===== src/rtl/csr_trap_unit.sv =====
// Machine-mode trap (ECALL) and trap-return (MRET) sequencer that sits in front of the CSR file.
// Optional build macro TRAP_EBREAK_EN adds an is_ebreak request input (mcause 3).
module csr_trap_unit #(
    parameter int DATA_WIDTH    = 64,
    parameter int CSRADDR_WIDTH = 12,
    parameter int ECALL_CAUSE   = 11
) (
    input  logic                     clk,
    input  logic                     rst,
    input  logic                     req_valid,
    output logic                     req_ready,
    input  logic                     is_ecall,
    input  logic                     is_mret,
`ifdef TRAP_EBREAK_EN
    input  logic                     is_ebreak,
`endif
    input  logic [DATA_WIDTH-1:0]    pc,
    output logic [CSRADDR_WIDTH-1:0] rcsaddr,
    input  logic [DATA_WIDTH-1:0]    rcsdata,
    output logic                     csr_wen,
    output logic [CSRADDR_WIDTH-1:0] wcsaddr1,
    output logic [DATA_WIDTH-1:0]    wcsdata1,
    output logic [CSRADDR_WIDTH-1:0] wcsaddr2,
    output logic [DATA_WIDTH-1:0]    wcsdata2,
    output logic                     busy,
    output logic                     redirect_valid,
    output logic [DATA_WIDTH-1:0]    redirect_pc
);

    localparam logic [CSRADDR_WIDTH-1:0] ADDR_MSTATUS = CSRADDR_WIDTH'(12'h300);
    localparam logic [CSRADDR_WIDTH-1:0] ADDR_MTVEC   = CSRADDR_WIDTH'(12'h305);
    localparam logic [CSRADDR_WIDTH-1:0] ADDR_MEPC    = CSRADDR_WIDTH'(12'h341);
    localparam logic [CSRADDR_WIDTH-1:0] ADDR_MCAUSE  = CSRADDR_WIDTH'(12'h342);

    typedef enum logic [2:0] {
        IDLE      = 3'd0,
        RD_A      = 3'd1,
        RD_STATUS = 3'd2,
        WR_EPC    = 3'd3,
        WR_STATUS = 3'd4,
        DONE      = 3'd5
    } state_t;

    state_t                  state;
    state_t                  state_next;
    logic [DATA_WIDTH-1:0]   pc_q;
    logic [DATA_WIDTH-1:0]   target_q;
    logic [DATA_WIDTH-1:0]   status_q;
    logic [DATA_WIDTH-1:0]   status_new;
    logic [DATA_WIDTH-1:0]   cause_val;
    logic                    trap_q;
    logic                    req_trap;
    logic                    accept;

    // A "trap" request is anything that enters through mtvec; MRET is the only other kind.
`ifdef TRAP_EBREAK_EN
    logic brk_q;
    logic req_brk;
    assign req_trap  = is_ecall | is_ebreak;
    assign req_brk   = ~is_ecall & is_ebreak;
    assign cause_val = brk_q ? DATA_WIDTH'(3) : DATA_WIDTH'(ECALL_CAUSE);
`else
    assign req_trap  = is_ecall;
    assign cause_val = DATA_WIDTH'(ECALL_CAUSE);
`endif

    assign accept = req_valid & (state == IDLE) & (req_trap | is_mret);

    always_comb begin
        status_new = status_q;
        if (trap_q) begin
            status_new[7]     = status_q[3];
            status_new[3]     = 1'b0;
            status_new[12:11] = 2'b11;
        end else begin
            status_new[3]     = status_q[7];
            status_new[7]     = 1'b1;
            status_new[12:11] = 2'b11;
        end
    end

    always_ff @(posedge clk or posedge rst) begin
        if (rst) begin
            state    <= IDLE;
            pc_q     <= '0;
            target_q <= '0;
            status_q <= '0;
            trap_q   <= 1'b0;
`ifdef TRAP_EBREAK_EN
            brk_q    <= 1'b0;
`endif
        end else begin
            state <= state_next;
            if (accept) begin
                pc_q   <= pc;
                trap_q <= req_trap;
`ifdef TRAP_EBREAK_EN
                brk_q  <= req_brk;
`endif
            end
            // Only direct-mode mtvec is supported, so the mode bits are simply dropped.
            if (state == RD_A)
                target_q <= trap_q ? {rcsdata[DATA_WIDTH-1:2], 2'b00} : rcsdata;
            if (state == RD_STATUS)
                status_q <= rcsdata;
        end
    end

    always_comb begin
        state_next     = state;
        req_ready      = 1'b0;
        busy           = 1'b1;
        rcsaddr        = ADDR_MSTATUS;
        csr_wen        = 1'b0;
        wcsaddr1       = '0;
        wcsdata1       = '0;
        wcsaddr2       = '0;
        wcsdata2       = '0;
        redirect_valid = 1'b0;
        redirect_pc    = '0;
        case (state)
            IDLE: begin
                req_ready = 1'b1;
                busy      = 1'b0;
                rcsaddr   = '0;
                if (accept)
                    state_next = RD_A;
            end
            RD_A: begin
                rcsaddr    = trap_q ? ADDR_MTVEC : ADDR_MEPC;
                state_next = RD_STATUS;
            end
            RD_STATUS: begin
                rcsaddr    = ADDR_MSTATUS;
                state_next = trap_q ? WR_EPC : WR_STATUS;
            end
            WR_EPC: begin
                csr_wen    = 1'b1;
                wcsaddr1   = ADDR_MEPC;
                wcsdata1   = pc_q;
                wcsaddr2   = ADDR_MCAUSE;
                wcsdata2   = cause_val;
                state_next = WR_STATUS;
            end
            WR_STATUS: begin
                // Both ports carry the same write so the file's unconditional dual write is harmless.
                csr_wen    = 1'b1;
                wcsaddr1   = ADDR_MSTATUS;
                wcsdata1   = status_new;
                wcsaddr2   = ADDR_MSTATUS;
                wcsdata2   = status_new;
                state_next = DONE;
            end
            DONE: begin
                busy           = 1'b0;
                redirect_valid = 1'b1;
                redirect_pc    = target_q;
                state_next     = IDLE;
            end
            default: begin
                state_next = IDLE;
            end
        endcase
    end

endmodule


===== config.mk =====
export PLATFORM = sky130hd
export DESIGN_NAME = csr_trap_unit
export DESIGN_NICKNAME = d
export VERILOG_FILES = /design/src/rtl/csr_trap_unit.sv
export SDC_FILE = /design/constraint.sdc
export NUM_CORES = 1
export LEC_CHECK = 0
export ABC_AREA = 0
export CELL_PAD_IN_SITES_DETAIL_PLACEMENT = 1
export CELL_PAD_IN_SITES_GLOBAL_PLACEMENT = 2
export CORE_MARGIN = 2
export CORE_UTILIZATION = 27
export CTS_CLUSTER_SIZE = 28
export DETAILED_ROUTE_END_ITERATION = 7
export PLACE_DENSITY_LB_ADDON = 0.1
export SLEW_MARGIN = 0
export SYNTH_ARGS = -nofsm -noshare
export SYNTH_HDL_FRONTEND = slang
export SYNTH_SLANG_ARGS = --single-unit

===== constraint.sdc =====
create_clock -name clk -period 7.57 [get_ports clk]
set_input_delay 1.1355 -clock clk [delete_from_list [all_inputs] [get_ports clk]]
set_output_delay 1.1355 -clock clk [all_outputs]
set_load 0.1 [all_outputs]

==> flow_metrics.py, run 1 <==
metrics = {
    "die": {
        "core_sq_um": 33500,
        "die_h_um": 189,
        "boundaryPins": 365,
        "start_util_pct": 27.4,
        "die-area_sq_um": 35600,
        "fp.dieW_um": 189,
        "fp-row-count": 67,
    },
    "drt": {
        "drtPass1Iterations": 4,
        "vias_per_cell": 4.31,
        "via_count": 6817,
        "first_iter_violations": 242,
        "drt-wirelength-per-cell_um": 19.1,
        "drc": 0,
        "ant_nets": 0,
        "drt-total-wl_um": 30300,
    },
    "placed_design": {
        "io_buffers": 341,
        "dpl.hpwl_um": 20600,
        "gp_congestion": 0.727,
    },
    "clocking": {
        "cts_made_buffers": 17,
        "post_cts_buffers": 0,
        "ctsHoldBuffers": 0,
        "cts.sinks": 194,
        "htreeDepth": 4,
        "clkTransAtPathRegs_ps": 80,
        "cts.repair.resized": 0,
        "clockBufferDepth": 2,
        "insertion_delay_ps": 450,
        "cts_tree": "built",
        "clock-root-buffer": "clkbuf_16",
    },
    "critical_path": {
        "cp.required_ps": 6430,
        "cp_max_fo": 65,
        "worstSetupStartpointType": "flop",
        "critPathKind": "flop to output port",
        "arrival_ps": 3700,
        "crit_path_end_kind": "output port",
    },
    "timing": {
        "rsz0062_at_grt": "no",
        "relSlewSlack_pct": 28.3,
        "max_clock_freq_mhz": 207,
        "tightest_slew_ps": 1070,
        "final_hold_viol_count": 0,
        "finalHoldWorstSlack_ps": 458,
        "fin_setup_tns_ps": 0,
        "finalCritPeriodShare_pct": 63.9,
        "finalSetupViolCount": 0,
        "finClkSkew_ps": 12.6,
        "finalCriticalPeriod_ps": 4840,
        "final_max_slew_viol_count": 0,
    },
    "yosys": {
        "synth_edf_count": 0,
        "yosys-top-cells-count": "nand2_1 (196), dfrtp_1 (194), and2_1 (123), mux2_2 (77), a21o_1 (62)",
        "async_flop_share_pct": 100,
        "ys.warnings.count": 0,
        "syn_area_per_cell_sq_um": 11.3,
        "synth_area_sq_um": 9200,
        "yosysTopAreaCellShare_pct": 52.8,
        "synthFlopType": "dfrtp_1",
        "synth_most_common_cell": "nand2_1",
        "synth.distinct_cells": 27,
        "ys_ff_latch": 194,
        "ys_top_cells_by_area": "dfrtp_1 (53%), mux2_2 (9.4%), and2_1 (8.4%)",
        "synthCells": 814,
        "yosys.area.top_type": "dfrtp_1",
        "ys_seq_area_share_pct": 52.8,
    },
    "grt": {
        "antenna_found_initial": 1,
        "grt_overflow": 0,
        "grt_max_degree": 93,
        "grt_pass1_vias": 7443,
        "grt_use_total_pct": 17.3,
        "grt_pass1_wl_um": 46400,
    },
    "pwr": {
        "power.leakage_uw": 0.00625,
        "p_total_uw": 6810,
        "powerDensity_nw_per_um2": 512,
        "ir_drop_mv": 0.270,
    },
    "flow_run": {
        "maxCapViolCount": 0,
    },
    "final_layout": {
        "area_delta_synth_final_pct": 44.6,
        "final_nets": 1256,
        "drive_above_1_share_pct": 15.4,
        "antenna_cells": 0,
    },
    "status": {
        "outcome": "completed",
    },
    "min_path": {
        "worstHoldPathType": "flop to flop",
    },
}
[metrics by stage]
step | worst slack (ps) | area [sq um] | instances | util (%)
global placement | 3130 | 12800 | 1552 | 38.1
detailed placement | 3110 | 12800 | 1552 | 38.1
floorplan | 1150 | 9280 | 836 | -
global route | 2470 | 13300 | 1583 | 39.7
CTS | 2600 | 13300 | 1583 | 39.7
finish | 2730 | 13300 | 1583 | 39.7
[cells by family (layout without fill, tap and decap cells)]
| group | after synthesis | count (layout) | synth area share [%] |
|---|---|---|---|
| buffers and inverters | 87 | 386 | 6.34 |
| muxes | 127 | 127 | 17.6 |
| DFF | 194 | 194 | 52.8 |
| other | 1 | 23 | 0.0408 |
| AOI/OAI and AO/OA | 68 | 68 | 5.51 |
| and+or+nand+nor | 337 | 337 | 17.8 |
[critical path, stage by stage (launching register included)]
cell	delay [ps]
dfrtp_1	500
or3b_1	280
clkinv_2	790
and2_1	530
a21o_1	170
clkdlybuf4s50_1	980
[area by class of cell]
cell class / instances / area, sq um
Multi-Input combinational cell: 555 / 3850
Timing Repair Buffer: 350 / 3480
Sequential cell: 194 / 4850
Clock inverter: 11 / 65.1
Clock buffer: 20 / 457
Fill cell: 3688 / 20200
Tap cell: 448 / 561
Inverter: 5 / 27.5
[worst paths after layout]
check                      slack [ps]                    start                        to  cells past startpoint
hold reg to reg                   460  target_q[1]$_DFFE_PP0N_   target_q[1]$_DFFE_PP0N_                      2
hold / removal                    460  target_q[1]$_DFFE_PP0N_   target_q[1]$_DFFE_PP0N_                      2
setup / recovery                 2730     state[0]$_DFFE_PP0P_              wcsdata1[27]                      5
min in group asynchronous        1210                      rst  target_q[11]$_DFFE_PP0N_                      2
setup reg to reg                 4980     state[2]$_DFFE_PP0P_  status_q[58]$_DFFE_PP0N_                      4
max in group asynchronous        5080                      rst   status_q[1]$_DFFE_PP0N_                      3
[per-layer routing]
metal | wire length [um] | track usage [%] | vias up | share of wire (%)
li1 | - | - | 3186 | -
met1 | 13200 | 21.7 | 3387 | 44
met2 | 14300 | 28.1 | 219 | 47
met3 | 2390 | 6.39 | 23 | 7.9
met4 | 354 | 4.42 | 2 | 1.2
met5 | 12 | 0 | - | 0.040
[flip-flops by register name (all words and copies together) (netlist names)]
| name | flops |
|---|---|
| pc_q | 64 |
| status_q | 62 |
| target_q | 64 |
| state | 3 |
| trap_q | 1 |
[layout by cell type (no fill, tap or decap), drive strengths merged]
| cell | count |
|---|---|
| nor2 | 5 |
| mux2 | 127 |
| dfrtp | 194 |
| clkbuf | 20 |
| nand2b | 4 |
| clkinvlp | 1 |
| clkinv | 11 |
| inv | 4 |
| a21o | 62 |
| and2 | 123 |
| a21oi | 1 |
| conb | 23 |
| or3 | 1 |
| o21ai | 2 |
| nor2b | 1 |
| a221oi | 1 |
| clkdlybuf4s50 | 341 |
| nand2 | 196 |
| and3b | 2 |
| nand3b | 3 |
| a22o | 2 |
| or3b | 2 |
| buf | 9 |
[power breakdown]
group          total (uW)  switching [uW]  internal, uW
Combinational        4110            2910          1200
Clock                 849             417           432
Sequential           1850             285          1560
Total                6810            3610          3200
Note: power is estimated with default switching activity, not from simulation.
==> inputs of run 2 (changes only) <==
Settings changed: CORE_UTILIZATION 27 to 24.
Clock period 7.57 ns to 4.1 ns, I/O delays scaled along.
==> run 2 against run 1 <==
Effect of this change:
- critical path depth fell by 1
- global-route usage fell by 1.9 points
- flip-flop and latch count unchanged
- die area is 12% higher
- via count rose by 0.44%
- sequential share of layout area up 0.68 points
- core utilization decreased by 5.0 points
- non-clock buffer count grew 3
- final cell count is 4.2% higher
- clock-buffer cell count unchanged
==> flow_metrics.py, run 2 (synthesis gave the netlist of run 1 again) <==
metrics = {
    "min_path": {
        "worstHoldPathType": "flop to flop",
    },
    "clocking": {
        "clock-root-buffer": "clkbuf_16",
        "cts.repair.resized": 0,
        "cts.sinks": 194,
        "post_cts_buffers": 0,
        "ctsHoldBuffers": 0,
        "insertion_delay_ps": 450,
        "clkTransAtPathRegs_ps": 70,
        "clockBufferDepth": 2,
        "cts_tree": "built",
        "cts_made_buffers": 17,
        "htreeDepth": 4,
    },
    "drt": {
        "drc": 0,
        "vias_per_cell": 4.15,
        "drt-total-wl_um": 30600,
        "drtPass1Iterations": 4,
        "first_iter_violations": 187,
        "via_count": 6847,
        "drt-wirelength-per-cell_um": 18.5,
        "ant_nets": 0,
    },
    "critical_path": {
        "cp_max_fo": 39,
        "max_stage_delay_ps": 800,
        "critPathSlowestCell": "and3b_2",
        "crit_buf_inv": 2,
        "arrival_ps": 2580,
        "cp-startpoint": "state[0]$_DFFE_PP0P_",
        "critPathCapture": "wcsdata1[42]",
        "r2r_slack_ps": 1810,
        "crit_chain": "and3b_2, buf_12, a21o_1, buf_4",
        "critical-path-top-delay-family": "simple AND/OR/NAND/NOR gates",
        "crit_path_end_kind": "output port",
        "ff2ff_path_depth": 5,
        "cp.depth": 4,
        "critPathKind": "flop to output port",
        "reg2reg_from": "state[0]$_DFFE_PP0P_",
        "worstSetupStartpointType": "flop",
        "cp.required_ps": 3480,
        "timing.rr.end": "target_q[21]$_DFFE_PP0N_",
    },
    "timing": {
        "relSlewSlack_pct": 34.1,
        "setup_ws_ps": 905,
        "max_clock_freq_mhz": 313,
        "finalCriticalPeriod_ps": 3190,
        "finClkSkew_ps": 10.3,
        "final_hold_viol_count": 0,
        "tightest_slew_ps": 985,
        "finalCritPeriodShare_pct": 77.9,
        "fin_setup_tns_ps": 0,
        "final_max_slew_viol_count": 0,
        "finalSetupViolCount": 0,
        "rsz0062_at_grt": "no",
    },
    "status": {
        "outcome": "completed",
    },
    "final_layout": {
        "fin_area_sq_um": 13100,
        "antenna_cells": 0,
        "top_regs": "pc_q: 64 flops, target_q: 64 flops, status_q: 62 flops",
        "final_nets": 1259,
        "area_delta_synth_final_pct": 41.9,
        "drive_above_1_share_pct": 33.8,
        "fillers": 4274,
        "final_common_cell": "buf_4",
        "fin_cells": 1650,
        "mostFrequentLayoutCells": "buf_4 (213), nand2_1 (196), dfrtp_1 (194), clkdlybuf4s50_1 (135), and2_1 (123)",
    },
    "die": {
        "boundaryPins": 365,
        "fp-row-count": 71,
        "core_sq_um": 37700,
        "die-area_sq_um": 39900,
        "start_util_pct": 24.4,
        "fp.dieW_um": 200,
        "die_h_um": 200,
    },
    "grt": {
        "grt_use_total_pct": 15.4,
        "grt_overflow": 0,
        "grt_pass1_vias": 7208,
        "grt_max_degree": 109,
        "antenna_found_initial": 3,
        "grt_pass1_wl_um": 45700,
    },
    "placed_design": {
        "dpl-instance-area_sq_um": 12400,
        "pre_cts_slack_ps": 1320,
        "dpl.hpwl_um": 21200,
        "gp_congestion": 0.715,
        "io_buffers": 341,
        "dp_cells": 1618,
    },
    "flow_run": {
        "maxCapViolCount": 0,
    },
}
==> run 2: worst min-delay path: cells and delay by family (launching register included) <==
kind	cells	cell delay, ps
DFF	1	340
and+or+nand+nor	2	100
==> run 2: how the worst min path moves through the flow <==
| stage | from | end | slack, ps | cells after the start |
|---|---|---|---|---|
| detailed placement | target_q[38]$_DFFE_PP0N_ | target_q[38]$_DFFE_PP0N_ | 450 | 2 |
| global route | target_q[1]$_DFFE_PP0N_ | target_q[1]$_DFFE_PP0N_ | 490 | 2 |
| floorplan | target_q[0]$_DFFE_PP0N_ | target_q[0]$_DFFE_PP0N_ | 430 | 2 |
| finish | target_q[28]$_DFFE_PP0N_ | target_q[28]$_DFFE_PP0N_ | 470 | 2 |
| CTS | target_q[28]$_DFFE_PP0N_ | target_q[28]$_DFFE_PP0N_ | 470 | 2 |
| global placement | target_q[0]$_DFFE_PP0N_ | target_q[0]$_DFFE_PP0N_ | 450 | 2 |
==> run 2: cell type report <==
type	count	area, sq um	area share (%)
inverters	5	23.8	0.182
well taps	511	639	4.90
repair buffers	353	3050	23.4
flip-flops and latches	194	4850	37.2
clock inverters	12	178	1.36
clock buffers	20	457	3.50
multi-input cells	555	3850	29.5
==> run 2: metrics by stage <==
stage	hold slack (ps)	util [%]
detailed placement	454	33.0
global route	489	34.7
floorplan	430	-
global placement	448	33.0
CTS	473	34.7
finish	468	34.7
==> run 2: layer usage <==
metal	global-route usage [%]	routed length, um	vias to the layer above
li1	-	-	3197
met3	5.78	2280	16
met5	0	26	-
met4	3.46	267	4
met1	19.3	13300	3439
met2	25.3	14700	191
Power of run 2 is left out: the tool's default activity adds up to more than one toggle a clock period on the data nets, which glitch-free logic cannot reach.
==> inputs of run 3 (changes only) <==
Clock period 4.1 ns to 2.6 ns, I/O delays scaled along.
==> run 3 against run 2 <==
Effect of this change:
- clock skew is 2.7 ps lower
- final cell count is 0.91% higher
- global-route usage is 1.3 points higher
- flip-flop and latch count stayed put
- hold slack worse by 5.7 ps
- routed wire length is 6.3% higher
- highest routed layer unchanged
- register-to-register slack worse by 1200 ps
- sequential share of layout area is 6.7 points lower
- critical path depth is 3 higher
==> flow_metrics.py, run 3 (synthesis gave the netlist of run 1 again) <==
metrics = {
    "die": {
        "start_util_pct": 24.4,
        "boundaryPins": 365,
        "core_sq_um": 37700,
        "fp.dieW_um": 200,
        "die_h_um": 200,
        "fp-row-count": 71,
        "die-area_sq_um": 39900,
    },
    "clocking": {
        "cts.sinks": 194,
        "clkTransAtPathRegs_ps": 70,
        "htreeDepth": 4,
        "cts_made_buffers": 17,
        "clock-root-buffer": "clkbuf_16",
        "clockBufferDepth": 2,
        "ctsHoldBuffers": 0,
        "cts_tree": "built",
        "insertion_delay_ps": 440,
    },
    "pwr": {
        "combinationalPowerShare_pct": 64.8,
        "p_int_uw": 11600,
        "power.leakage_uw": 0.00730,
        "power_frac_seq_pct": 23.7,
        "ir_drop_mv": 1.01,
        "p_sw_share_pct": 48.8,
        "power.share.clock_pct": 11.5,
        "netSwitchingPower_uw": 11100,
        "powerDensity_nw_per_um2": 1420,
    },
    "timing": {
        "finalCriticalPeriod_ps": 2550,
        "finClkSkew_ps": 7.56,
        "finalCritPeriodShare_pct": 98.0,
        "relSlewSlack_pct": 54.2,
        "tightest_slew_ps": 688,
        "final_max_slew_viol_count": 0,
        "finalHoldWorstSlack_ps": 462,
        "final_hold_viol_count": 0,
        "fin_setup_tns_ps": 0,
        "finalSetupViolCount": 0,
        "max_clock_freq_mhz": 393,
        "rsz0062_at_grt": "yes",
    },
    "drt": {
        "vias_per_cell": 4.18,
        "drc": 0,
        "first_iter_violations": 196,
        "drt-total-wl_um": 32500,
        "drt-wirelength-per-cell_um": 19.5,
        "via_count": 6967,
        "drtPass1Iterations": 4,
        "ant_nets": 0,
    },
    "grt": {
        "grt_max_degree": 97,
        "grt_pass1_wl_um": 49300,
        "grt_pass1_vias": 7728,
        "antenna_found_initial": 5,
        "grt_use_total_pct": 16.7,
        "grt_overflow": 0,
    },
    "final_layout": {
        "mostFrequentLayoutCells": "buf_12 (215), nand2_1 (196), dfrtp_1 (191), clkdlybuf4s50_1 (132), mux2_2 (77)",
        "area_delta_synth_final_pct": 73.3,
        "final_nets": 1273,
        "fillers": 3966,
        "fin_cells": 1665,
        "final_common_cell": "buf_12",
        "drive_above_1_share_pct": 44.7,
        "top_regs": "pc_q: 64 flops, target_q: 64 flops, status_q: 62 flops",
    },
    "critical_path": {
        "worstSetupStartpointType": "flop",
        "arrival_ps": 2160,
        "crit_path_end_kind": "output port",
        "critPathKind": "flop to output port",
        "cp.required_ps": 2210,
        "cp_max_fo": 8,
        "ff2ff_path_depth": 5,
    },
    "min_path": {
        "worstHoldPathType": "input pin to asynchronous set/reset pin",
    },
    "status": {
        "outcome": "completed",
    },
    "placed_design": {
        "gp_congestion": 0.711,
        "dp_cells": 1625,
        "dpl.hpwl_um": 22600,
        "io_buffers": 341,
    },
    "flow_run": {
        "maxCapViolCount": 0,
    },
}
run 3: cell count changes in the layout (fill, tap and decap cells not counted), moves of 3 or more:
cell	delta
buf_12	+210
clkdlybuf4s50_1	-3
a21o_1	-54
and2_2	+47
dfrtp_1	-3
and2_4	+11
dfrtp_2	+3
clkbuf_1	+7
and2_1	-58
buf_4	-197
a21o_2	+54
run 3: worst max-delay path, cell delays in order (launching register included):
cell       delay [ps]
dfrtp_2           400
or3b_4            420
clkinv_4          110
buf_12            130
clkbuf_16         160
and2_2            190
a21o_2            120
buf_12            170
run 3: final timing paths:
kind	startpoint	end	slack, ps
max in group asynchronous	rst	target_q[48]$_DFFE_PP0N_	1620
worst max-delay path	state[1]$_DFFE_PP0P_	wcsdata1[9]	50
worst min-delay path	rst	status_q[14]$_DFFE_PP0N_	460
worst min register to register	target_q[1]$_DFFE_PP0N_	target_q[1]$_DFFE_PP0N_	460
min in group clk	target_q[1]$_DFFE_PP0N_	target_q[1]$_DFFE_PP0N_	460
worst max register to register	state[1]$_DFFE_PP0P_	pc_q[29]$_DFFE_PP0P_	580
run 3: repair_timing:
item	in CTS	in global routing
endpoints found under the setup margin	63	37
setup buffers	4	0
cloned	2	1
resized for setup	6	10
run 3: power groups by stage:
| stage | registers [uW] | logic [uW] | clock network [uW] |
|---|---|---|---|
| floorplan | 5120 | 10000 | 0 |
| global placement | 5410 | 14500 | 0 |
| detailed placement | 5430 | 14600 | 0 |
| CTS | 5380 | 14900 | 2750 |
| global route | 5590 | 15400 | 2860 |
| finish | 5360 | 14700 | 2610 |
run 3: through the flow:
step           utilization (%)  cell area (sq um)  setup WS, ps  power [uW]
6_report                  42.3              15900          52.3       22700
5_1_grt                   42.3              15900         -36.5       23800
4_1_cts                   42.2              15900         -4.94       23000
3_5_place_dp              40.5              15200           387       20100
3_3_place_gp              40.5              15200           393       19900
2_1_floorplan                -               9450          -294       15100
run 3: layout make-up:
cell class                 instances  area (sq um)  share of cell area, %
clock buffer                      26           469                   2.94
clock inverter                     6          80.1                  0.502
sequential                       194          4860                   30.5
timing repair buffer             367          5840                   36.6
tap                              511           639                   4.01
multi-input combinational        555          4030                   25.3
antenna                            1          2.50                 0.0157
inverter                           5          27.5                  0.173
run 3: routing by layer:
layer | vias up | track usage, % | share of wire [%]
met5 | - | 0 | 0.13
met4 | 6 | 3.73 | 0.95
met3 | 19 | 7.26 | 9.0
met2 | 212 | 27.1 | 48
met1 | 3490 | 20.7 | 41
li1 | 3240 | - | -
